### src/rtl/bht_btb_param_if.sv
// Fetch/execute-side bundle for the branch history table / target buffer.
// master = pipeline side (drives lookup PC and training), slave = predictor.
interface bht_btb_param_if #(
  parameter int ADDR_W = 32
);
  logic [ADDR_W-1:0] lk_pc;
  logic              lk_hit;
  logic              lk_taken;
  logic [ADDR_W-1:0] lk_target;
  logic              upd_en;
  logic [ADDR_W-1:0] upd_pc;
  logic              upd_taken;
  logic [ADDR_W-1:0] upd_target;
  logic              inv_all;

  modport master (
    output lk_pc, upd_en, upd_pc, upd_taken, upd_target, inv_all,
    input  lk_hit, lk_taken, lk_target
  );

  modport slave (
    input  lk_pc, upd_en, upd_pc, upd_taken, upd_target, inv_all,
    output lk_hit, lk_taken, lk_target
  );
endinterface

### src/rtl/bht_btb_param.sv
// Tagged BHT + BTB: zero-latency lookup, one training update per cycle.
// Define BHT_BYPASS_EN to forward a same-index update into the lookup result.
module bht_btb_param #(
  parameter int IDX_W  = 4,
  parameter int CTR_W  = 2,
  parameter int ADDR_W = 32,
  parameter int TAG_W  = 8
) (
  input  logic             clk,
  input  logic             rst_n,
  bht_btb_param_if.slave   bus
);
  localparam int DEPTH = 1 << IDX_W;
  localparam logic [CTR_W-1:0] THR     = CTR_W'(1 << (CTR_W - 1));
  localparam logic [CTR_W-1:0] MAX     = '1;
  localparam logic [CTR_W-1:0] RST_CTR = THR - 1'b1;

  logic [DEPTH-1:0]  valid_q;
  logic [TAG_W-1:0]  tag_q    [DEPTH];
  logic [CTR_W-1:0]  ctr_q    [DEPTH];
  logic [ADDR_W-1:0] target_q [DEPTH];

  logic [IDX_W-1:0]  lk_idx, upd_idx;
  logic [TAG_W-1:0]  lk_tag, upd_tag;
  logic              upd_hit;

  logic              upd_valid_d;
  logic [TAG_W-1:0]  upd_tag_d;
  logic [CTR_W-1:0]  upd_ctr_d;
  logic [ADDR_W-1:0] upd_target_d;

  logic              e_valid;
  logic [TAG_W-1:0]  e_tag;
  logic [CTR_W-1:0]  e_ctr;
  logic [ADDR_W-1:0] e_target;
  logic              e_hit;

  // Low PC bits and anything above the tag never take part in addressing.
  logic unused_pc;
  assign unused_pc = ^{bus.lk_pc, bus.upd_pc};

  assign lk_idx  = bus.lk_pc[IDX_W+1:2];
  assign lk_tag  = bus.lk_pc[IDX_W+TAG_W+1:IDX_W+2];
  assign upd_idx = bus.upd_pc[IDX_W+1:2];
  assign upd_tag = bus.upd_pc[IDX_W+TAG_W+1:IDX_W+2];

  // Post-edge contents of the entry addressed by the update port.
  always_comb begin
    upd_hit      = valid_q[upd_idx] && (tag_q[upd_idx] == upd_tag);
    upd_valid_d  = valid_q[upd_idx];
    upd_tag_d    = tag_q[upd_idx];
    upd_ctr_d    = ctr_q[upd_idx];
    upd_target_d = target_q[upd_idx];
    if (upd_hit) begin
      if (bus.upd_taken) begin
        if (ctr_q[upd_idx] != MAX) upd_ctr_d = ctr_q[upd_idx] + 1'b1;
        upd_target_d = bus.upd_target;
      end else if (ctr_q[upd_idx] != '0) begin
        upd_ctr_d = ctr_q[upd_idx] - 1'b1;
      end
    end else if (bus.upd_taken) begin
      upd_valid_d  = 1'b1;
      upd_tag_d    = upd_tag;
      upd_ctr_d    = THR;
      upd_target_d = bus.upd_target;
    end
  end

  always_comb begin
    e_valid  = valid_q[lk_idx];
    e_tag    = tag_q[lk_idx];
    e_ctr    = ctr_q[lk_idx];
    e_target = target_q[lk_idx];
`ifdef BHT_BYPASS_EN
    if (rst_n && bus.upd_en && !bus.inv_all && (upd_idx == lk_idx)) begin
      e_valid  = upd_valid_d;
      e_tag    = upd_tag_d;
      e_ctr    = upd_ctr_d;
      e_target = upd_target_d;
    end
`endif
    e_hit = e_valid && (e_tag == lk_tag);
  end

  assign bus.lk_hit    = e_hit;
  assign bus.lk_taken  = e_hit && (e_ctr >= THR);
  assign bus.lk_target = e_hit ? e_target : '0;

  // inv_all suppresses the whole same-cycle update so the entry ends invalid.
  always_ff @(posedge clk) begin
    if (!rst_n) begin
      valid_q <= '0;
      for (int i = 0; i < DEPTH; i++) begin
        tag_q[i]    <= '0;
        ctr_q[i]    <= RST_CTR;
        target_q[i] <= '0;
      end
    end else if (bus.inv_all) begin
      valid_q <= '0;
    end else if (bus.upd_en) begin
      valid_q[upd_idx]  <= upd_valid_d;
      tag_q[upd_idx]    <= upd_tag_d;
      ctr_q[upd_idx]    <= upd_ctr_d;
      target_q[upd_idx] <= upd_target_d;
    end
  end
endmodule

### src/flat_wrapper.sv
// flat-port wrapper written by rule: the top's interface ports become plain ports
module bht_btb_param_flat 
#(
  parameter int IDX_W  = 4,
  parameter int CTR_W  = 2,
  parameter int ADDR_W = 32,
  parameter int TAG_W  = 8
)
  (clk, rst_n, bus_lk_pc, bus_upd_en, bus_upd_pc, bus_upd_taken, bus_upd_target, bus_inv_all, bus_lk_hit, bus_lk_taken, bus_lk_target);
  bht_btb_param_if #(.ADDR_W(ADDR_W)) bus_i ();
  input  logic clk;
  input  logic rst_n;
  input wire logic [$bits(bus_i.lk_pc)-1:0] bus_lk_pc;
  input wire logic [$bits(bus_i.upd_en)-1:0] bus_upd_en;
  input wire logic [$bits(bus_i.upd_pc)-1:0] bus_upd_pc;
  input wire logic [$bits(bus_i.upd_taken)-1:0] bus_upd_taken;
  input wire logic [$bits(bus_i.upd_target)-1:0] bus_upd_target;
  input wire logic [$bits(bus_i.inv_all)-1:0] bus_inv_all;
  output wire logic [$bits(bus_i.lk_hit)-1:0] bus_lk_hit;
  output wire logic [$bits(bus_i.lk_taken)-1:0] bus_lk_taken;
  output wire logic [$bits(bus_i.lk_target)-1:0] bus_lk_target;
  assign bus_i.lk_pc = bus_lk_pc;
  assign bus_i.upd_en = bus_upd_en;
  assign bus_i.upd_pc = bus_upd_pc;
  assign bus_i.upd_taken = bus_upd_taken;
  assign bus_i.upd_target = bus_upd_target;
  assign bus_i.inv_all = bus_inv_all;
  assign bus_lk_hit = bus_i.lk_hit;
  assign bus_lk_taken = bus_i.lk_taken;
  assign bus_lk_target = bus_i.lk_target;
  bht_btb_param #(.IDX_W(IDX_W), .CTR_W(CTR_W), .ADDR_W(ADDR_W), .TAG_W(TAG_W)) u_core (.clk(clk), .rst_n(rst_n), .bus(bus_i));
endmodule
### config.mk
export PLATFORM = sky130hd
export DESIGN_NAME = bht_btb_param_flat
export DESIGN_NICKNAME = d
export VERILOG_FILES = /design/src/rtl/bht_btb_param_if.sv /design/src/rtl/bht_btb_param.sv /design/src/flat_wrapper.sv
export SDC_FILE = /design/constraint.sdc
export NUM_CORES = 1
export LEC_CHECK = 0
export ABC_AREA = 1
export BUFFER_PORTS_ARGS = -buffer_cell sky130_fd_sc_hd__buf_2
export CELL_PAD_IN_SITES_DETAIL_PLACEMENT = 1
export CELL_PAD_IN_SITES_GLOBAL_PLACEMENT = 2
export CORE_ASPECT_RATIO = 2
export CORE_MARGIN = 3
export CORE_UTILIZATION = 27
export CTS_CLUSTER_SIZE = 30
export DETAILED_ROUTE_END_ITERATION = 10
export GPL_TIMING_DRIVEN = 0
export HOLD_SLACK_MARGIN = 0.15
export PLACE_DENSITY = 0.61
export SYNTH_ARGS = -nofsm -noshare
export SYNTH_HDL_FRONTEND = slang
export SYNTH_SLANG_ARGS = --single-unit
### constraint.sdc
create_clock -name clk -period 5.85 [get_ports clk]
set_clock_uncertainty 0.05 [all_clocks]
set_input_delay 1.755 -clock clk [delete_from_list [all_inputs] [get_ports clk]]
set_output_delay 1.755 -clock clk [all_outputs]
set_load 0.01 [all_outputs]
==> results of run 1 <==
-- path summary, 6_finish.rpt --
kind,cells past startpoint,slack [ps],to,start
setup reg to reg,11,2890,u_core.tag_q[5][1],u_core.tag_q[5][1]
hold reg to reg,4,530,u_core.valid_q[4],u_core.valid_q[4]
hold / removal,4,530,u_core.valid_q[4],u_core.valid_q[4]
setup / recovery,11,-300,bus_lk_target[17],bus_lk_pc[3]
-- sequential cells by signal, indices dropped and copies added, names as in the netlist --
register         cells
u_core.target_q    512
u_core.tag_q       128
u_core.valid_q      16
u_core.ctr_q        32
-- cells in the mapped netlist (all sizes together) --
library cell / n
a21o: 1
o22ai: 1
a22oi: 15
o21ai: 128
nand4: 2
nand3b: 1
inv: 154
o311ai: 2
o211ai: 69
or2: 1
dfxtp: 16
edfxtp: 672
nor3: 39
clkbuf: 154
a21oi: 278
nand2: 746
and2: 16
a221o: 38
o31ai: 24
xor2: 1
clkinv: 16
a32o: 37
xnor2: 1
buf: 121
nand3: 60
nor2: 752
a221oi: 56
-- report_power, final --
| group | switching, W | leakage [nW] | total [W] | internal, W |
|---|---|---|---|---|
| logic | 0.00117 | 7.63 | 0.00160 | 0.000433 |
| registers | 0.0000766 | 6.60 | 0.00570 | 0.00563 |
| clock network | 0.00207 | 1.01 | 0.00440 | 0.00233 |
-- metal layers --
layer,routed length [um],share of wire,global-route usage
met1,57000,0.32,0.259
met4,21700,0.12,0.277
met3,6650,0.037,0.0319
met5,0,0,0
met2,94300,0.53,0.522
-- per-stage QoR --
step           area [um^2]  setup slack [ps]  cells  power, W   util
6_report             40100              -302   5234    0.0117  0.332
5_1_grt              40100              -279   5234    0.0120  0.332
4_1_cts              39900              -182   5221    0.0117  0.330
3_5_place_dp         35800             -2100   5052   0.00720  0.296
3_3_place_gp         35400             -2110   5037   0.00717  0.293
2_1_floorplan        33000               674   3401   0.00644      -
-- worst register-to-register path: cells and delay by family (launching register included) --
| kind | cells | cell delay [ps] |
|---|---|---|
| AO/OA/AOI/OAI | 1 | 670 |
| flip-flops | 1 | 410 |
| buffers and inverters | 1 | 460 |
| AND/OR/NAND/NOR | 9 | 1120 |
-- repair_timing --
item	in CTS	in global routing
pin swaps	44	23
resized for setup	429	29
endpoints found under the setup margin	34	34
cloned	6	1
setup buffers	41	12
-- cells by family (layout without fill, tap and decap cells) --
kind of cell    after synthesis  count (layout)
other cells                   0               1
buf+inv                     445             730
simple gates               1617            1617
compound gates              649             649
xor+xnor                      2               2
flops                       688             688
-- area by class of cell --
class	count	area, um^2
Sequential cell	688	20500
Tap cell	1547	1940
Antenna cell	1	2.50
Buffer	275	2300
Fill cell	13700	80800
Inverter	170	652
Timing Repair Buffer	163	1500
Clock buffer	91	1850
Clock inverter	31	225
Multi-Input combinational cell	2268	11200
==> summary.json, run 1 <==
{
  "period_share": {"value": 1.05},
  "whs": {"value": 528, "unit": "ps"},
  "power_density": {"value": 292, "unit": "mW/mm^2"},
  "post_cts_hold_buffer_count": {"value": 0},
  "grt_pass1_vias": {"value": 29500},
  "violations_in_the_final_reports": {"value": "negative setup slack"},
  "cts-buffers-inserted": {"value": 70},
  "crit_path_cell_trace": {"value": "buf_16, inv_4, buf_12, buf_12, buf_12, clkbuf_4, a32o_1, o211ai_1, o31ai_2, nor3_4, buf_2"},
  "total_congestion_overflow": {"value": 0},
  "max_slew_margin": {"value": 0.199},
  "synth_top_cells_by_area": {"value": "sky130_fd_sc_hd__edfxtp_1 61%, sky130_fd_sc_hd__nor2_1 8.5%, sky130_fd_sc_hd__nand2_1 8.4%"},
  "worst_min_delay_path_class": {"value": "flop to flop"},
  "avgSynthCellArea": {"value": 9.71, "unit": "um^2"},
  "muxShareOfSynthArea": {"value": 0},
  "die_area": {"value": 0.127, "unit": "mm^2"},
  "synth_cells": {"value": 3401},
  "layout.cells.most_common_list": {"value": "740 x sky130_fd_sc_hd__nor2_1, 717 x sky130_fd_sc_hd__nand2_1, 672 x sky130_fd_sc_hd__edfxtp_1"},
  "critical_path_buf_inv_count": {"value": 7},
  "post_synth_net_total": {"value": 3502},
  "vdd_drop_max": {"value": 0.240, "unit": "mV"},
  "clock_tree.buffer_depth": {"value": 3},
  "clkSlewWorstSetupHoldPaths": {"value": 70, "unit": "ps"},
  "run_status": {"value": "finished with violations"},
  "post_drt_wl_per_cell": {"value": 34.3, "unit": "um"},
  "yosys.area_share.simple": {"value": 0.197},
  "yosys_register_bits": {"value": 688},
  "layout_min_cycle_time": {"value": 6150, "unit": "ps"},
  "routed_via_density": {"value": 5.32},
  "leakagePower": {"value": 15.2, "unit": "nW"},
  "cp.required": {"value": 4050, "unit": "ps"},
  "max_cap_viol_count": {"value": 0},
  "fp-row-count": {"value": 180},
  "netlist.area_leader.share": {"value": 0.611},
  "worst_path_dominant_cell_family": {"value": "compound AO/OA/AOI/OAI gates"},
  "routed-via-count": {"value": 27900},
  "die_width": {"value": 253, "unit": "um"},
  "synth_top_family_by_area": {"value": "simple AND/OR/NAND/NOR gates"},
  "clk-insertion-delay-late": {"value": 690, "unit": "ps"},
  "yosysWarningCount": {"value": 0},
  "dp.final_hpwl": {"value": 131, "unit": "mm"},
  "crit_path_max_incr_delay": {"value": 870, "unit": "ps"},
  "worst_pin_slew": {"value": 1200, "unit": "ps"},
  "post_route_cells_drive_above_1_share": {"value": 0.154},
  "area_growth_syn_to_layout": {"value": 21.4, "unit": "%"},
  "level_count_of_the_clock_h_tree": {"value": 3},
  "seq_area_frac_synth": {"value": 0.620},
  "nNetsFinal": {"value": 3737},
  "timing.critical_path.slowest_stage_cell": {"value": "sky130_fd_sc_hd__o211ai_1"},
  "critical_path.most_common_cell": {"value": "sky130_fd_sc_hd__buf_12"},
  "synth.largest_area_cell": {"value": "sky130_fd_sc_hd__edfxtp_1"},
  "setup_repair_after_global_routing_missed_its_margin": {"value": "yes"},
  "crit_fanout": {"value": 10},
  "final_common_cell": {"value": "sky130_fd_sc_hd__nor2_1"},
  "cts_sinks": {"value": 688},
  "detailedRoute.firstPassIterationCount": {"value": 5},
  "finalMaxSlewViolations": {"value": 0},
  "setup_slack": {"value": -302, "unit": "ps"},
  "crit_type": {"value": "primary input to output pin"},
  "synth_cell_type_count": {"value": 39},
  "synth_area": {"value": 0.0330, "unit": "mm^2"},
  "synth_xor_area_frac": {"value": 0.000530},
  "route.antenna.remaining_nets": {"value": 0},
  "worst_setup_ep_type": {"value": "output pin"},
  "grt_use_total": {"value": 0.281},
  "fp.dieH": {"value": 501, "unit": "um"},
  "yosys.area_share.adder": {"value": 0},
  "io_pins": {"value": 135},
  "antenna_violations_before_repair": {"value": 1},
  "gp_routability_congestion": {"value": 0.922},
  "tns": {"value": -6040, "unit": "ps"},
  "starting_density_of_the_core": {"value": 0.273},
  "clock_tree_from_tritoncts": {"value": "built"},
  "critical_path.startpoint_type": {"value": "primary input"},
  "cp.arrival": {"value": 4350, "unit": "ps"},
  "portBuffers": {"value": 89},
  "fmaxAchievable": {"value": 0.163, "unit": "GHz"},
  "grt_max_degree": {"value": 33},
  "route.detailed.drc": {"value": 0},
  "hold_violations": {"value": 0},
  "routed_wire_length": {"value": 180, "unit": "mm"},
  "synthesized_area_fraction_occupied_by_ao_oa_aoi_and_oai_cells": {"value": 0.125},
  "first_pass_grt_wire_length": {"value": 240, "unit": "mm"},
  "setup_violations_final": {"value": 34},
  "clock_root_buffer": {"value": "sky130_fd_sc_hd__clkbuf_16"},
  "core-area": {"value": 0.121, "unit": "mm^2"},
  "detailedRoute.firstIterationViolations": {"value": 1939}
}
Note: power is estimated with default switching activity, not from simulation.
==> inputs of run 2 (changes only) <==
- CORE_ASPECT_RATIO: 2 -> default
==> summary.json, run 2 (same netlist as run 1, synthesis figures left out) <==
{
  "detailedRoute.firstPassIterationCount": {"value": 5, "change": "unchanged"},
  "period_share": {"value": 1.02, "change": "was 1.05"},
  "max_slew_margin": {"value": 0.192, "change": "was 0.199"},
  "setup_slack": {"value": -121, "unit": "ps", "change": "was -302 ps"},
  "r2r.worst_path.cells": {"value": 11, "change": "unchanged"},
  "worstReg2RegStart": {"value": "u_core.tag_q[5][7]", "change": "was u_core.tag_q[5][1]"},
  "portBuffers": {"value": 89, "change": "unchanged"},
  "worst-r2r-setup-slack": {"value": 2960, "unit": "ps", "change": "was 2890 ps"},
  "run_status": {"value": "finished with violations", "change": "unchanged"},
  "hold_violations": {"value": 0, "change": "unchanged"},
  "worst_min_delay_path_class": {"value": "flop to flop", "change": "unchanged"},
  "clkSlewWorstSetupHoldPaths": {"value": 60, "unit": "ps", "change": "was 70 ps"},
  "routed_wire_length": {"value": 167, "unit": "mm", "change": "was 180 mm"},
  "level_count_of_the_clock_h_tree": {"value": 3, "change": "unchanged"},
  "max_cap_viol_count": {"value": 0, "change": "unchanged"},
  "crit_type": {"value": "primary input to output pin", "change": "unchanged"},
  "clock_root_buffer": {"value": "sky130_fd_sc_hd__clkbuf_16", "change": "unchanged"},
  "fp.dieH": {"value": 356, "unit": "um", "change": "was 501 um"},
  "die_area": {"value": 0.127, "unit": "mm^2", "change": "about the same"},
  "leakagePower": {"value": 15.8, "unit": "nW", "change": "was 15.2 nW"},
  "post_route_cells_drive_above_1_share": {"value": 0.167, "change": "was 0.154"},
  "hold_end": {"value": "u_core.valid_q[1]", "change": "was u_core.valid_q[4]"},
  "antenna_violations_before_repair": {"value": 7, "change": "was 1"},
  "total_congestion_overflow": {"value": 0, "change": "unchanged"},
  "routed-via-count": {"value": 28400, "change": "was 27900"},
  "vdd_drop_max": {"value": 0.193, "unit": "mV", "change": "was 0.240 mV"},
  "layout_min_cycle_time": {"value": 5970, "unit": "ps", "change": "was 6150 ps"},
  "clock_tree_from_tritoncts": {"value": "built", "change": "unchanged"},
  "core-area": {"value": 0.121, "unit": "mm^2", "change": "about the same"},
  "hp-start": {"value": "u_core.valid_q[1]", "change": "was u_core.valid_q[4]"},
  "critical_path.startpoint_type": {"value": "primary input", "change": "unchanged"},
  "nNetsFinal": {"value": 3790, "change": "was 3737"},
  "post_cts_hold_buffer_count": {"value": 0, "change": "unchanged"},
  "die_width": {"value": 356, "unit": "um", "change": "was 253 um"},
  "cell_depth_of_the_worst_min_delay_path": {"value": 4, "change": "unchanged"},
  "gp_routability_congestion": {"value": 0.839, "change": "was 0.922"},
  "routed_via_density": {"value": 5.30, "change": "was 5.32"},
  "clock_tree.buffer_depth": {"value": 3, "change": "unchanged"},
  "violations_in_the_final_reports": {"value": "negative setup slack", "change": "unchanged"},
  "fmaxAchievable": {"value": 0.167, "unit": "GHz", "change": "was 0.163 GHz"},
  "clk-insertion-delay-late": {"value": 680, "unit": "ps", "change": "was 690 ps"},
  "post_drt_wl_per_cell": {"value": 31.1, "unit": "um", "change": "was 34.3 um"},
  "cts_sinks": {"value": 688, "change": "unchanged"},
  "layout.core_utilization": {"value": 0.342, "change": "was 0.332"},
  "first_pass_grt_wire_length": {"value": 228, "unit": "mm", "change": "was 240 mm"},
  "dp.final_hpwl": {"value": 114, "unit": "mm", "change": "was 131 mm"},
  "starting_density_of_the_core": {"value": 0.274, "change": "was 0.273"},
  "final_common_cell": {"value": "sky130_fd_sc_hd__nor2_1", "change": "unchanged"},
  "route.detailed.drc": {"value": 0, "change": "unchanged"},
  "fp-row-count": {"value": 127, "change": "was 180"},
  "grt_max_degree": {"value": 28, "change": "was 33"},
  "io_pins": {"value": 135, "change": "unchanged"},
  "area_growth_syn_to_layout": {"value": 25.0, "unit": "%", "change": "was 21.4%"},
  "cts-buffers-inserted": {"value": 84, "change": "was 70"},
  "layout.cells.most_common_list": {"value": "742 x sky130_fd_sc_hd__nor2_1, 715 x sky130_fd_sc_hd__nand2_1, 672 x sky130_fd_sc_hd__edfxtp_1", "change": "was 740 x sky130_fd_sc_hd__nor2_1, 717 x sky130_fd_sc_hd__nand2_1, 672 x sky130_fd_sc_hd__edfxtp_1"},
  "worst_setup_ep_type": {"value": "output pin", "change": "unchanged"},
  "cp.required": {"value": 4050, "unit": "ps", "change": "about the same"},
  "finalMaxSlewViolations": {"value": 0, "change": "unchanged"},
  "top_register": {"value": "u_core.target_q", "change": "unchanged"},
  "grt_pass1_vias": {"value": 28100, "change": "was 29500"},
  "grt_use_total": {"value": 0.258, "change": "was 0.281"},
  "setup_violations_final": {"value": 26, "change": "was 34"},
  "fin_total_pwr": {"value": 0.0126, "unit": "W", "change": "was 0.0117 W"},
  "worst_pin_slew": {"value": 1210, "unit": "ps", "change": "was 1200 ps"},
  "crit_fanout": {"value": 10, "change": "unchanged"},
  "detailedRoute.firstIterationViolations": {"value": 2912, "change": "was 1939"},
  "power_density": {"value": 305, "unit": "mW/mm^2", "change": "was 292 mW/mm^2"},
  "setup_repair_after_global_routing_missed_its_margin": {"value": "yes", "change": "unchanged"},
  "route.antenna.remaining_nets": {"value": 0, "change": "unchanged"},
  "cp.arrival": {"value": 4170, "unit": "ps", "change": "was 4350 ps"},
  "timing.rr.end": {"value": "u_core.tag_q[15][7]", "change": "was u_core.tag_q[5][1]"},
  "number_of_flip_flops_in_the_largest_register": {"value": 512, "change": "unchanged"},
  "fillers": {"value": 13600, "change": "was 13700"},
  "biggestRegsByFlops": {"value": "u_core.target_q (512), u_core.tag_q (128), u_core.ctr_q (32)", "change": "unchanged"}
}
## run 2: final cells by class
class	count	area (um^2)	share of cell area
well taps	1612	2020	0.0488
plain buffers	273	2230	0.0541
inverters	170	662	0.0160
flip-flops and latches	688	20500	0.496
clock buffers	104	2210	0.0535
clock inverters	48	499	0.0121
multi-input cells	2268	11200	0.270
repair buffers	204	2020	0.0489
diodes	1	2.50	0.0000606
## run 2: through the flow
stage                     instances  setup WS [ps]  instance area, um^2  setup TNS (ps)  hold slack [ps]
final                          5368           -121                41300           -1430              538
after global placement         5102          -2110                35500         -465860              515
after global routing           5367           -182                41300           -2820              578
after CTS                      5324          -16.5                40700           -42.0              537
after detailed placement       5119          -1720                35900          -50310              526
after floorplan                3401            674                33000               0              479
## run 2: worst max-delay path by stage
stage | start | to | slack [ps] | cells after the start
after global routing | bus_lk_pc[2] | bus_lk_target[21] | -180 | 12
final | bus_lk_pc[2] | bus_lk_target[14] | -120 | 10
after global placement | bus_lk_pc[4] | bus_lk_target[19] | -2110 | 9
after floorplan | bus_lk_pc[3] | bus_lk_target[1] | 670 | 10
after detailed placement | bus_lk_pc[5] | bus_lk_target[19] | -1720 | 9
after CTS | bus_lk_pc[3] | bus_lk_target[19] | -20 | 11
## run 2: power by group
group	total, W	switching (W)	leakage [nW]	internal, W
logic	0.00157	0.00111	7.89	0.000463
registers	0.00570	0.0000761	6.60	0.00563
clock network	0.00531	0.00226	1.32	0.00305
total	0.0126	0.00345	15.8	0.00914
## run 2: worst max-delay path, stage by stage
cell and delay [ps]:
sky130_fd_sc_hd__buf_12 100, sky130_fd_sc_hd__buf_12 130, sky130_fd_sc_hd__buf_4 250, sky130_fd_sc_hd__buf_4 260
sky130_fd_sc_hd__clkbuf_2 430, sky130_fd_sc_hd__nand2_1 110, sky130_fd_sc_hd__a221oi_1 580, sky130_fd_sc_hd__o31ai_2 160
sky130_fd_sc_hd__nor3_4 200, sky130_fd_sc_hd__buf_2 150
## run 2: timing repair
action,CTS,global route
gates cloned,11,1
gates resized for setup,402,77
setup buffers,42,44
setup endpoints to repair,34,34
pin swaps,53,40
## run 2: layer usage
layer / up-vias / global-route usage / wire length (um) / part of all wire
met5: - / 0 / 20 / 0.00012
li1: 12300 / - / - / -
met4: 2 / 0.103 / 7320 / 0.044
met3: 295 / 0.0338 / 10600 / 0.063
met1: 14800 / 0.351 / 71500 / 0.43
met2: 1050 / 0.418 / 77400 / 0.46
==> inputs of run 3 (changes only) <==
- CORE_UTILIZATION: 27 -> 43
- PLACE_DENSITY: 0.61 -> 0.88
==> summary.json, run 3 (same netlist as run 1, synthesis figures left out) <==
{
  "run_status": {"value": "finished with violations", "change": "unchanged"},
  "violations_in_the_final_reports": {"value": "negative setup slack", "change": "unchanged"},
  "number_of_flip_flops_in_the_largest_register": {"value": 512, "change": "unchanged"},
  "cts_sinks": {"value": 688, "change": "unchanged"},
  "worst_pin_slew": {"value": 1210, "unit": "ps", "change": "about the same"},
  "fp-row-count": {"value": 101, "change": "was 127"},
  "crit_path_cell_trace": {"value": "buf_12, clkinv_8, buf_8, buf_12, buf_12, buf_4, buf_12, buf_12, nand2_1, a32o_1, o211ai_1, nand2_1, nor3_2, buf_2", "change": "was buf_12, buf_12, buf_4, buf_4, clkbuf_2, nand2_1, a221oi_1, o31ai_2, nor3_4, buf_2"},
  "clk-insertion-delay-late": {"value": 630, "unit": "ps", "change": "was 680 ps"},
  "first_pass_grt_wire_length": {"value": 214, "unit": "mm", "change": "was 228 mm"},
  "routed_via_density": {"value": 6.44, "change": "was 5.30"},
  "layout_min_cycle_time": {"value": 6080, "unit": "ps", "change": "was 5970 ps"},
  "layout.cells.most_common_list": {"value": "743 x sky130_fd_sc_hd__nor2_1, 720 x sky130_fd_sc_hd__nand2_1, 672 x sky130_fd_sc_hd__edfxtp_1", "change": "was 742 x sky130_fd_sc_hd__nor2_1, 715 x sky130_fd_sc_hd__nand2_1, 672 x sky130_fd_sc_hd__edfxtp_1"},
  "post_drt_wl_per_cell": {"value": 32.8, "unit": "um", "change": "was 31.1 um"},
  "level_count_of_the_clock_h_tree": {"value": 3, "change": "unchanged"},
  "hp-start": {"value": "u_core.valid_q[4]", "change": "was u_core.valid_q[1]"},
  "leakagePower": {"value": 15.4, "unit": "nW", "change": "was 15.8 nW"},
  "critical_path_buf_inv_count": {"value": 9, "change": "was 6"},
  "clkSlewWorstSetupHoldPaths": {"value": 50, "unit": "ps", "change": "was 60 ps"},
  "worst-r2r-setup-slack": {"value": 3290, "unit": "ps", "change": "was 2960 ps"},
  "worst_min_delay_path_class": {"value": "flop to flop", "change": "unchanged"},
  "post_route_cells_drive_above_1_share": {"value": 0.157, "change": "was 0.167"},
  "power_density": {"value": 300, "unit": "mW/mm^2", "change": "was 305 mW/mm^2"},
  "fillers": {"value": 8447, "change": "was 13600"},
  "finalMaxSlewViolations": {"value": 0, "change": "unchanged"},
  "worst_setup_ep_type": {"value": "output pin", "change": "unchanged"},
  "grt_max_degree": {"value": 30, "change": "was 28"},
  "antenna_violations_before_repair": {"value": 8, "change": "was 7"},
  "setup_repair_after_global_routing_missed_its_margin": {"value": "yes", "change": "unchanged"},
  "critical_path.most_common_cell": {"value": "sky130_fd_sc_hd__buf_12"},
  "clock_root_buffer": {"value": "sky130_fd_sc_hd__clkbuf_16", "change": "unchanged"},
  "clock_tree.buffer_depth": {"value": 3, "change": "unchanged"},
  "io_pins": {"value": 135, "change": "unchanged"},
  "route.antenna.remaining_nets": {"value": 0, "change": "unchanged"},
  "max_slew_margin": {"value": 0.192, "change": "about the same"},
  "setup_slack": {"value": -231, "unit": "ps", "change": "was -121 ps"},
  "final_common_cell": {"value": "sky130_fd_sc_hd__nor2_1", "change": "unchanged"},
  "crit_start": {"value": "bus_lk_pc[2]", "change": "unchanged"},
  "dp.final_hpwl": {"value": 104, "unit": "mm", "change": "was 114 mm"},
  "postLayoutCellArea": {"value": 0.0397, "unit": "mm^2", "change": "was 0.0413 mm^2"},
  "clock_tree_from_tritoncts": {"value": "built", "change": "unchanged"},
  "cts-buffers-inserted": {"value": 77, "change": "was 84"},
  "setup_violations_final": {"value": 34, "change": "was 26"},
  "final_cells": {"value": 4751, "change": "was 5368"},
  "cp.arrival": {"value": 4280, "unit": "ps", "change": "was 4170 ps"},
  "fp.dieH": {"value": 283, "unit": "um", "change": "was 356 um"},
  "internal_power": {"value": 0.00864, "unit": "W", "change": "was 0.00914 W"},
  "crit_type": {"value": "primary input to output pin", "change": "unchanged"},
  "vdd_drop_max": {"value": 0.257, "unit": "mV", "change": "was 0.193 mV"},
  "worst_path_dominant_cell_family": {"value": "buffers and inverters", "change": "unchanged"},
  "fin_total_pwr": {"value": 0.0119, "unit": "W", "change": "was 0.0126 W"},
  "gp_routability_congestion": {"value": 0.955, "change": "was 0.839"},
  "pwr-share-clk": {"value": 0.391, "change": "was 0.422"},
  "biggestRegsByFlops": {"value": "u_core.target_q (512), u_core.tag_q (128), u_core.ctr_q (32)", "change": "unchanged"},
  "route.detailed.drc": {"value": 0, "change": "unchanged"},
  "grt_pass1_vias": {"value": 30400, "change": "was 28100"},
  "detailedRoute.firstIterationViolations": {"value": 4519, "change": "was 2912"},
  "whs": {"value": 527, "unit": "ps", "change": "was 538 ps"},
  "hold_end": {"value": "u_core.valid_q[4]", "change": "was u_core.valid_q[1]"},
  "placedCellCount": {"value": 4536, "change": "was 5119"},
  "die_width": {"value": 283, "unit": "um", "change": "was 356 um"},
  "nNetsFinal": {"value": 3765, "change": "was 3790"},
  "routed_wire_length": {"value": 156, "unit": "mm", "change": "was 167 mm"},
  "post_cts_hold_buffer_count": {"value": 0, "change": "unchanged"},
  "timing.critical_path.slowest_stage_cell": {"value": "sky130_fd_sc_hd__o211ai_1", "change": "was sky130_fd_sc_hd__a221oi_1"},
  "combinationalPowerShare": {"value": 0.129, "change": "was 0.125"},
  "period_share": {"value": 1.04, "change": "was 1.02"},
  "max_cap_viol_count": {"value": 0, "change": "unchanged"},
  "fmaxAchievable": {"value": 0.164, "unit": "GHz", "change": "was 0.167 GHz"},
  "place_worst_setup_slack": {"value": -1980, "unit": "ps", "change": "was -1720 ps"},
  "total_congestion_overflow": {"value": 0, "change": "unchanged"},
  "placed_cell_areas": {"value": 0.0352, "unit": "mm^2", "change": "was 0.0359 mm^2"},
  "power.switching_fraction": {"value": 0.275, "change": "was 0.274"},
  "r2r.worst_path.cells": {"value": 11, "change": "unchanged"},
  "hold_violations": {"value": 0, "change": "unchanged"},
  "cp.required": {"value": 4050, "unit": "ps", "change": "about the same"},
  "p_switching": {"value": 0.00327, "unit": "W", "change": "was 0.00345 W"},
  "area_growth_syn_to_layout": {"value": 20.2, "unit": "%", "change": "was 25.0%"},
  "portBuffers": {"value": 89, "change": "unchanged"},
  "crit_fanout": {"value": 6, "change": "was 10"},
  "detailedRoute.firstPassIterationCount": {"value": 6, "change": "was 5"},
  "power_frac_seq": {"value": 0.480, "change": "was 0.453"},
  "die_area": {"value": 0.0802, "unit": "mm^2", "change": "was 0.127 mm^2"},
  "worstReg2RegStart": {"value": "u_core.tag_q[1][0]", "change": "was u_core.tag_q[5][7]"},
  "core-area": {"value": 0.0761, "unit": "mm^2", "change": "was 0.121 mm^2"},
  "crit_path_max_incr_delay": {"value": 610, "unit": "ps", "change": "was 580 ps"},
  "top_register": {"value": "u_core.target_q", "change": "unchanged"},
  "grt_use_total": {"value": 0.371, "change": "was 0.258"},
  "critical_path.startpoint_type": {"value": "primary input", "change": "unchanged"},
  "cell_depth_of_the_worst_min_delay_path": {"value": 4, "change": "unchanged"},
  "routed-via-count": {"value": 30600, "change": "was 28400"},
  "timing.rr.end": {"value": "u_core.tag_q[1][0]", "change": "was u_core.tag_q[15][7]"},
  "starting_density_of_the_core": {"value": 0.434, "change": "was 0.274"}
}
==> run 3: per-layer routing <==
layer	global-route usage	vias up	part of all wire
met2	0.543	2470	0.43
met1	0.497	15400	0.38
met5	0	-	0.00028
li1	-	12200	-
met3	0.118	493	0.14
met4	0.185	6	0.051
==> run 3: timing repair <==
action	4_1_cts	5_1_grt
setup buffers	37	45
resized for setup	311	120
setup endpoints to repair	34	34
hold endpoints to repair	0	0
pin swaps	40	38
cloned	2	3
==> run 3: power by group through the flow <==
stage          Combinational (W)  Sequential (W)  Clock, W
3_3_place_gp             0.00118         0.00581         0
4_1_cts                  0.00138         0.00571   0.00462
6_report                 0.00153         0.00572   0.00466
2_1_floorplan           0.000659         0.00578         0
3_5_place_dp             0.00124         0.00581         0
5_1_grt                  0.00157         0.00573   0.00481
==> run 3: stage by stage <==
step | util | setup TNS, ps
final | 0.522 | -4830
after floorplan | - | 0
after global routing | 0.522 | -4850
after CTS | 0.511 | -298
after global placement | 0.457 | -262970
after detailed placement | 0.463 | -52570
==> run 3: layout make-up <==
type,instances,area [um^2],area share
multi-input cells,2268,11100,0.279
diodes,2,5.00,0.000126
plain buffers,271,2070,0.0522
clock buffers,104,2030,0.0511
flip-flops and latches,688,20500,0.516
clock inverters,30,251,0.00633
repair buffers,188,1810,0.0455
well taps,1030,1290,0.0325
inverters,170,658,0.0166
==> run 3: worst reg2reg max path, cell delays in order, from the launching register on <==
cell	delay, ps
sky130_fd_sc_hd__edfxtp_1	400
sky130_fd_sc_hd__nand2_1	90
sky130_fd_sc_hd__o21ai_0	100
sky130_fd_sc_hd__nand2_1	90
sky130_fd_sc_hd__nand2_1	100
sky130_fd_sc_hd__nand2_1	90
sky130_fd_sc_hd__nand2_1	70
sky130_fd_sc_hd__nor2_1	190
sky130_fd_sc_hd__nor2_1	70
sky130_fd_sc_hd__a21oi_1	610
sky130_fd_sc_hd__buf_2	370
sky130_fd_sc_hd__nor2_1	80
==> run 3: worst max-delay path by stage <==
| stage | endpoint | slack [ps] | cells after the start |
|---|---|---|---|
| floorplan | bus_lk_target[1] | 670 | 10 |
| global route | bus_lk_target[19] | -270 | 12 |
| detailed placement | bus_lk_target[30] | -1980 | 9 |
| global placement | bus_lk_target[28] | -1850 | 9 |
| CTS | bus_lk_target[19] | -50 | 12 |
| finish | bus_lk_target[29] | -230 | 14 |
